**src/rtl/switch_code_decoder.sv**
```systemverilog
// -----------------------------------------------------------------------------
// switch_code_decoder
//
// Purpose:
//   Decodes a stream of 2-bit switch codes into a debounced switch state.
//   A legal code (IDLE/ON/OFF) only takes effect after FILTER_LEN consecutive
//   accepted beats carry that same code. The illegal code 2'h2 sends the
//   decoder straight to ERR, where it stays until err_clr is raised.
//
// Parameters:
//   FILTER_LEN  consecutive identical accepted codes needed to commit (1..7)
//   CNT_W       width of toggle_cnt
//
// Optional feature:
//   SWITCH_DEC_TOGGLE_CNT_EN  when defined, toggle_cnt counts ON<->OFF
//                             transitions and saturates at all-ones; when
//                             undefined, toggle_cnt is tied to zero.
//
// Ports:
//   clk          single clock, all state changes on the rising edge
//   rst          synchronous, active-low reset
//   code_valid   a code beat is present
//   code         switch code: 0 IDLE, 1 ON, 3 OFF, 2 illegal
//   code_ready   decoder accepts a beat this cycle (low only in ERR)
//   err_clr      leave the ERR state (ignored elsewhere)
//   state        decoded state: 0 IDLE, 1 ON, 3 OFF, 2 ERR
//   state_valid  one-cycle pulse after every state change
//   out_num      state number: IDLE 0, ON 2, OFF 4, ERR 7
//   err          high while the state is ERR
//   toggle_cnt   saturating count of ON<->OFF transitions
// -----------------------------------------------------------------------------
module switch_code_decoder #(
    parameter int FILTER_LEN = 2,
    parameter int CNT_W      = 8
) (
    input  logic             clk,
    input  logic             rst,
    input  logic             code_valid,
    input  logic [1:0]       code,
    output logic             code_ready,
    input  logic             err_clr,
    output logic [1:0]       state,
    output logic             state_valid,
    output logic [2:0]       out_num,
    output logic             err,
    output logic [CNT_W-1:0] toggle_cnt
);

    // The state encoding matches the code encoding so a committed code can be
    // cast directly into a state.
    typedef enum logic [1:0] {
        ST_IDLE = 2'h0,
        ST_ON   = 2'h1,
        ST_ERR  = 2'h2,
        ST_OFF  = 2'h3
    } state_t;

    localparam logic [2:0] FILTER_MAX = 3'(FILTER_LEN);

    state_t     cur_state;
    state_t     next_state;
    logic [1:0] candidate;
    logic [1:0] next_candidate;
    logic [2:0] match_cnt;
    logic [2:0] next_match;
    logic       accept;

    assign code_ready = (cur_state != ST_ERR);
    assign accept     = code_valid && code_ready;
    assign state      = cur_state;

    function automatic logic [2:0] state_num(input state_t s);
        case (s)
            ST_IDLE: state_num = 3'h0;
            ST_ON:   state_num = 3'h2;
            ST_OFF:  state_num = 3'h4;
            default: state_num = 3'h7;
        endcase
    endfunction

    // Next-state and filter logic. The match counter saturates at FILTER_LEN,
    // so repeated beats of an already committed code re-commit the same state,
    // which produces no change. A differing legal code restarts the run at 1,
    // which with FILTER_LEN=1 commits immediately.
    always_comb begin
        next_state     = cur_state;
        next_candidate = candidate;
        next_match     = match_cnt;
        if (cur_state == ST_ERR) begin
            if (err_clr) begin
                next_state     = ST_IDLE;
                next_candidate = 2'h0;
                next_match     = 3'd0;
            end
        end else if (accept) begin
            if (code == 2'h2) begin
                next_state = ST_ERR;
            end else begin
                if (code == candidate) begin
                    next_match = (match_cnt >= FILTER_MAX) ? FILTER_MAX : match_cnt + 3'd1;
                end else begin
                    next_candidate = code;
                    next_match     = 3'd1;
                end
                if (next_match == FILTER_MAX) begin
                    next_state = state_t'(code);
                end
            end
        end
    end

    // State register with registered outputs derived from the next state, so
    // the outputs line up with the edge that accepts the committing beat.
    always_ff @(posedge clk) begin
        if (!rst) begin
            cur_state   <= ST_IDLE;
            candidate   <= 2'h0;
            match_cnt   <= 3'd0;
            state_valid <= 1'b0;
            out_num     <= 3'h0;
            err         <= 1'b0;
        end else begin
            cur_state   <= next_state;
            candidate   <= next_candidate;
            match_cnt   <= next_match;
            state_valid <= (next_state != cur_state);
            out_num     <= state_num(next_state);
            err         <= (next_state == ST_ERR);
        end
    end

`ifdef SWITCH_DEC_TOGGLE_CNT_EN
    logic is_toggle;

    // Only direct ON<->OFF moves count; paths through IDLE or ERR do not.
    assign is_toggle = ((cur_state == ST_ON)  && (next_state == ST_OFF)) ||
                       ((cur_state == ST_OFF) && (next_state == ST_ON));

    always_ff @(posedge clk) begin
        if (!rst) begin
            toggle_cnt <= '0;
        end else if (is_toggle && (toggle_cnt != {CNT_W{1'b1}})) begin
            toggle_cnt <= toggle_cnt + 1'b1;
        end
    end
`else
    assign toggle_cnt = '0;
`endif

endmodule

```
**config.mk**
```make
export PLATFORM = sky130hd
export DESIGN_NAME = switch_code_decoder
export DESIGN_NICKNAME = d
export VERILOG_FILES = /design/src/rtl/switch_code_decoder.sv
export SDC_FILE = /design/constraint.sdc
export NUM_CORES = 1
export LEC_CHECK = 0
export BUFFER_PORTS_ARGS = -buffer_cell sky130_fd_sc_hd__buf_2
export CAP_MARGIN = 20
export CORE_UTILIZATION = 47
export CTS_CLUSTER_DIAMETER = 30
export DETAILED_ROUTE_END_ITERATION = 7
export HOLD_SLACK_MARGIN = 0.02
export PLACE_DENSITY = 0.76
export SYNTH_ARGS = -nofsm -noshare
export SYNTH_HDL_FRONTEND = slang
export SYNTH_SLANG_ARGS = --single-unit
```
**constraint.sdc**
```tcl
create_clock -name clk -period 2.7 [get_ports clk]
set_input_delay 0.405 -clock clk [delete_from_list [all_inputs] [get_ports clk]]
set_output_delay 0.405 -clock clk [all_outputs]
set_load 0.1 [all_outputs]
```
Word-level counts from Yosys, hierarchy flattened
Index checks and enable logic that the tools add are counted.
{"block": "word_totals", "regBits": 12, "latchBits": 0, "ramBits": 0, "romBits": 0, "in_bits": 6, "out_inout_bits": 16, "elab_cells": 45, "mem_count": 0}
{"block": "op_classes", "n_addsub": 1, "n_mul": 0, "div": 0, "magnitude_cmp": 1, "n_eq_ne": 12, "shift": 0, "muxes": 20, "bitwise_logic": 0, "n_reduce_logical": 5}
{"op": "$mux W3", "count": 9}
{"op": "$mux W2", "count": 10}
{"op": "$pmux W3 S3", "count": 1}
{"op": "$eq A2 B2 Y1 const B", "count": 4}
{"op": "$ne A2 B2 Y1 const B", "count": 4}
{"op": "$reduce_and A4 Y1", "count": 1}
{"op": "$add A3 B1 Y3 const B", "count": 1}
{"op": "$eq A3 B2 Y1 const B", "count": 1}
{"op": "$ge A3 B2 Y1 const B", "count": 1}
{"op": "$reduce_and A3 Y1", "count": 1}
{"op": "$eq A2 B1 Y1 const B", "count": 1}
{"op": "$eq A2 B2 Y1", "count": 1}
{"op": "$logic_not A2 Y1", "count": 1}
{"op": "$ne A2 B2 Y1", "count": 1}
{"op": "$reduce_bool A2 Y1", "count": 1}
{"op": "$logic_and A1 B1 Y1", "count": 1}

Depth between registers and ports, before layout
{"block": "logic_depth", "ltp_word": 13, "mapped_depth": 9, "depth_no_buf": 9}

Least setup slack after synthesis
No wires, ideal clock.
{"block": "synth_path", "kind": "register -> register", "from": "register cur_state[0], in the netlist state[0]", "to": "register out_num[2]", "t_arrival_ns": 2.827, "setup_slack_ns": -0.242, "stages_incl_launch_ff": 10, "path_buffers": 1, "cell_sequence": "dfxtp_1 > and2b_1 > inv_2 > and3_1 > buf_8 > and3_4 > nor2_1 > ha_1 > o31a_1 > o21a_1"}
{"block": "synth_between", "elab_chain_len": 6}
{"item": "from (decl)", "line_no": "60", "text": "state_t cur_state;"}
{"item": "from (signal assigned)", "line_no": "123", "text": "cur_state <= next_state;"}
{"item": "$ne A2 B2 Y1 (*)", "line_no": "68", "text": "assign code_ready = (cur_state != ST_ERR);"}
{"item": "via code_ready", "line_no": "40", "text": "output logic code_ready,"}
{"item": "$logic_and A1 B1 Y1 (*)", "line_no": "69", "text": "assign accept = code_valid && code_ready;"}
{"item": "$mux W2 (*)", "line_no": "95", "text": "end else if (accept) begin"}
{"item": "$mux W2 (*)", "line_no": "89", "text": "if (cur_state == ST_ERR) begin"}
{"item": "$eq A2 B2 Y1 (tied with other cells)", "line_no": "73", "text": "case (s)"}
{"item": "$pmux W3 S3 (*)", "line_no": "73"}
{"item": "to (signal assigned)", "line_no": "127", "text": "out_num <= state_num(next_state);"}
{"item": "to (decl)", "line_no": "44", "text": "output logic [2:0] out_num,"}
The timed path passes the listed nets; every way through them passes the cells marked *.
A chain may end at the register's enable or synchronous reset.

Final worst setup path
{"block": "layout_path", "from": "register match_cnt[0]", "to": "register out_num[2]"}
{"block": "layout_between", "elab_chain_len": 13}
{"item": "from (decl)", "line_no": "64", "text": "logic [2:0] match_cnt;"}
{"item": "from (signal assigned)", "line_no": "125", "text": "match_cnt <= next_match;"}
{"item": "$add A3 B1 Y3 or $ge A3 B2 Y1 (tied branches)", "line_no": "100", "text": "next_match = (match_cnt >= FILTER_MAX) ? FILTER_MAX : match_cnt + 3'd1;"}
{"item": "$mux W3 (*)", "line_no": "100"}
{"item": "$mux W3 (*)", "line_no": "99", "text": "if (code == candidate) begin"}
{"item": "$mux W3 (*)", "line_no": "96", "text": "if (code == 2'h2) begin"}
{"item": "$mux W3 (*)", "line_no": "95"}
{"item": "$mux W3 (*)", "line_no": "89"}
{"item": "$eq A3 B2 Y1 (*)", "line_no": "105", "text": "if (next_match == FILTER_MAX) begin"}
{"item": "$mux W2 (*)", "line_no": "105"}
{"item": "$mux W2 (*)", "line_no": "96"}
{"item": "$mux W2 (*)", "line_no": "95"}
{"item": "$mux W2 (*)", "line_no": "89"}
{"item": "via next_state[1]", "line_no": "61", "text": "state_t next_state;"}
{"item": "$eq A2 B2 Y1 (tied with other cells)", "line_no": "73"}
{"item": "$pmux W3 S3 (*)", "line_no": "73"}
The timed path passes the listed nets; every way through them passes the cells marked *. The select of a mux whose other input is x is not followed.

==> reports/metrics.yaml <==
power_and_ir_drop:
  p_leak_nw: 0.327
  p_per_area_nw_per_um2: 680
  power_uw: 475
  clock_power_share: 0.243
  p_int_uw: 258
  comb_power_share: 0.381
  p_sw_uw: 216
  ir_worst_vdd_v: 0.000445
  p_seq_frac: 0.376
  swShare: 0.456
clock_network:
  htree_levels: 1
  cts_buffer_depth: 2
  clockRootBuffer: "clkbuf_4"
  postCtsSetupBuffers: 0
  cts_hold_buffers: 0
  post_cts_resized: 0
  cts_tree: "yes"
  clkTransAtPathRegs_ps: 70
  insertion_delay_ps: 280
  clkSinkCount: 11
  numCtsBuffers: 3
synth:
  synthTopCellsByArea: "dfxtp_1, buf_4, ha_1"
  ys_types: 33
  yosys.area.top_type: "dfxtp_1"
  avgSynthCellArea_um2: 8.37
  ys_seq_area_frac: 0.342
  synth.top_cell.area_share: 0.342
  synth_edf_count: 0
  synth_seq_cells: 11
  syn_inst: 77
  yosysWarnings: 0
  synth_area_um2: 644
  synthFlopType: "dfxtp_1"
  synthArstFlopShare: 0
setup_path:
  ff2ff_path_depth: 9
  crit_buf_inv: 1
  setup.worst_path.start_class: "flip-flop"
  critical_path_depth: 9
  rrSetupSlack_ps: 340
  crit_slowest_cell: "dfxtp_1"
  cp-end-kind: "flip-flop"
  critPathKind: "flip-flop to flip-flop"
  critical_path.most_common_cell: "ha_1"
  slowest_delay_ps: 400
  cp.required_ps: 2870
  arrival_ps: 2530
  cp_max_fo: 5
  crit_family: "compound AO/OA/AOI/OAI gates"
  path_cells: "inv_1 -> ha_1 -> or3_1 -> o211a_1 -> mux2i_1 -> a21oi_1 -> ha_1 -> o31a_1 -> o21a_1"
sta:
  period_minus_slack_ps: 2360
  grt_setup_unrepaired: "false"
  hold_slack_ps: 377
  hold_viol_final: 0
  post-route-period-util: 0.874
  fmax_ghz: 0.424
  setup_viol: 0
  drv_slew: 0
  skew_ps: 7.82
  fin_tns_setup_ps: 0
final_layout:
  drive_above_1_share: 0.220
  mostFrequentLayoutCell: "buf_2"
  stdcell_count: 105
  diodes: 0
  most-common-layout-cells: "buf_2, dfxtp_1, conb_1, nand2_1, nor2_1"
  fin_nets: 101
  area_growth_pct: 8.35
  num-fill-cells: 118
drt:
  num_vias: 546
  highest_layer: "met4"
  firstDrtPassIters: 4
  postRouteAntennaNets: 0
  drc: 0
  viasPerCell: 5.20
  wl_met3_um: 103
  wirelength_mm: 1.21
  post_drt_wl_per_cell_um: 11.5
  wl_met1_um: 506
  wl_met2_um: 583
  drtIter0Drc: 17
floorplan:
  die_x_um: 39.0
  std_cell_rows: 12
  initial_utilization: 0.543
  dieArea_um2: 1520
  coreArea_um2: 1190
  die_h_um: 39.0
  io_pins: 22
placement:
  gp_congestion: 0.838
  io_buffers: 13
  dp_hpwl_um: 875
  place_inst: 101
worst_hold_path:
  hp-class: "input port to flip-flop"
  holdPathStages: 2
global_routing:
  overflow: 0
  grt_pass1_vias: 477
  grt_pass1_wl_mm: 1.96
  grt_max_degree: 9
  grt.total_usage: 0.201
  antenna_found_initial: 0
flow_run:
  max-cap-violations: 0
run_status:
  outcome: "complete, no violations"
flip-flops by register name (all words and copies together), names as in the netlist:
name	cells
match_cnt	3
state_valid	1
candidate	2
state	2
out_num	3
synth_stat cells (2+ instances only):
cell      n
a21oi_1   5
and2_1    2
buf_4     9
dfxtp_1  11
ha_1      3
inv_1     4
nand2_1   7
nand3_1   3
nor2_1    6
o21ai_0   3
xnor2_1   2
final timing paths:
path,start,endpoint
worst max-delay path,match_cnt[0],out_num[2]
worst min-delay path,rst,state[1]
worst max register to register,match_cnt[0],out_num[2]
worst min register to register,candidate[0],candidate[0]
worst register-to-register path: cells and delay by family (launching register included):
kind | cells | cell delay (ps)
adder cells (fa/ha/maj) | 2 | 460
multiplexers | 1 | 170
AO/OA/AOI/OAI | 4 | 810
flip-flops | 1 | 400
AND/OR/NAND/NOR | 1 | 350
buffers and inverters | 1 | 60
logic make-up after synthesis:
group	synth area share
buffers and inverters	0.157
adder cells (fa/ha/maj)	0.0583
other	0.00582
multiplexers	0.0155
flip-flops	0.342
AND/OR/NAND/NOR	0.219
AO/OA/AOI/OAI	0.175
XOR/XNOR	0.0272
metrics by stage:
stage / setup WS, ps / util / area, µm²
after floorplan: 8.14 / - / 672
after global placement: 468 / 0.566 / 672
after detailed placement: 373 / 0.566 / 672
after CTS: 357 / 0.589 / 698
after global routing: 241 / 0.589 / 698
final: 341 / 0.589 / 698
cell type report:
class,count,area [µm²],share of cell area
sequential,11,221,0.317
timing repair buffer,13,65.1,0.0932
inverter,5,18.8,0.0269
multi-input combinational,58,349,0.500
clock buffer,4,26.3,0.0376
tap,14,17.5,0.0251
per-layer routing:
layer  up-vias  GRT usage
met1       248      0.219
met3         4     0.0983
met5         -          0
li1        274          -
met2        20      0.313
met4         0      0.112
power groups by stage:
| stage | clock, mW | sequential (mW) | combinational, mW |
|---|---|---|---|
| after floorplan | 0 | 0.230 | 0.122 |
| after global placement | 0 | 0.182 | 0.178 |
| after detailed placement | 0 | 0.183 | 0.180 |
| after CTS | 0.116 | 0.179 | 0.180 |
| after global routing | 0.122 | 0.180 | 0.191 |
| final | 0.115 | 0.179 | 0.181 |
No activity file was read; power rests on OpenSTA's default activity.
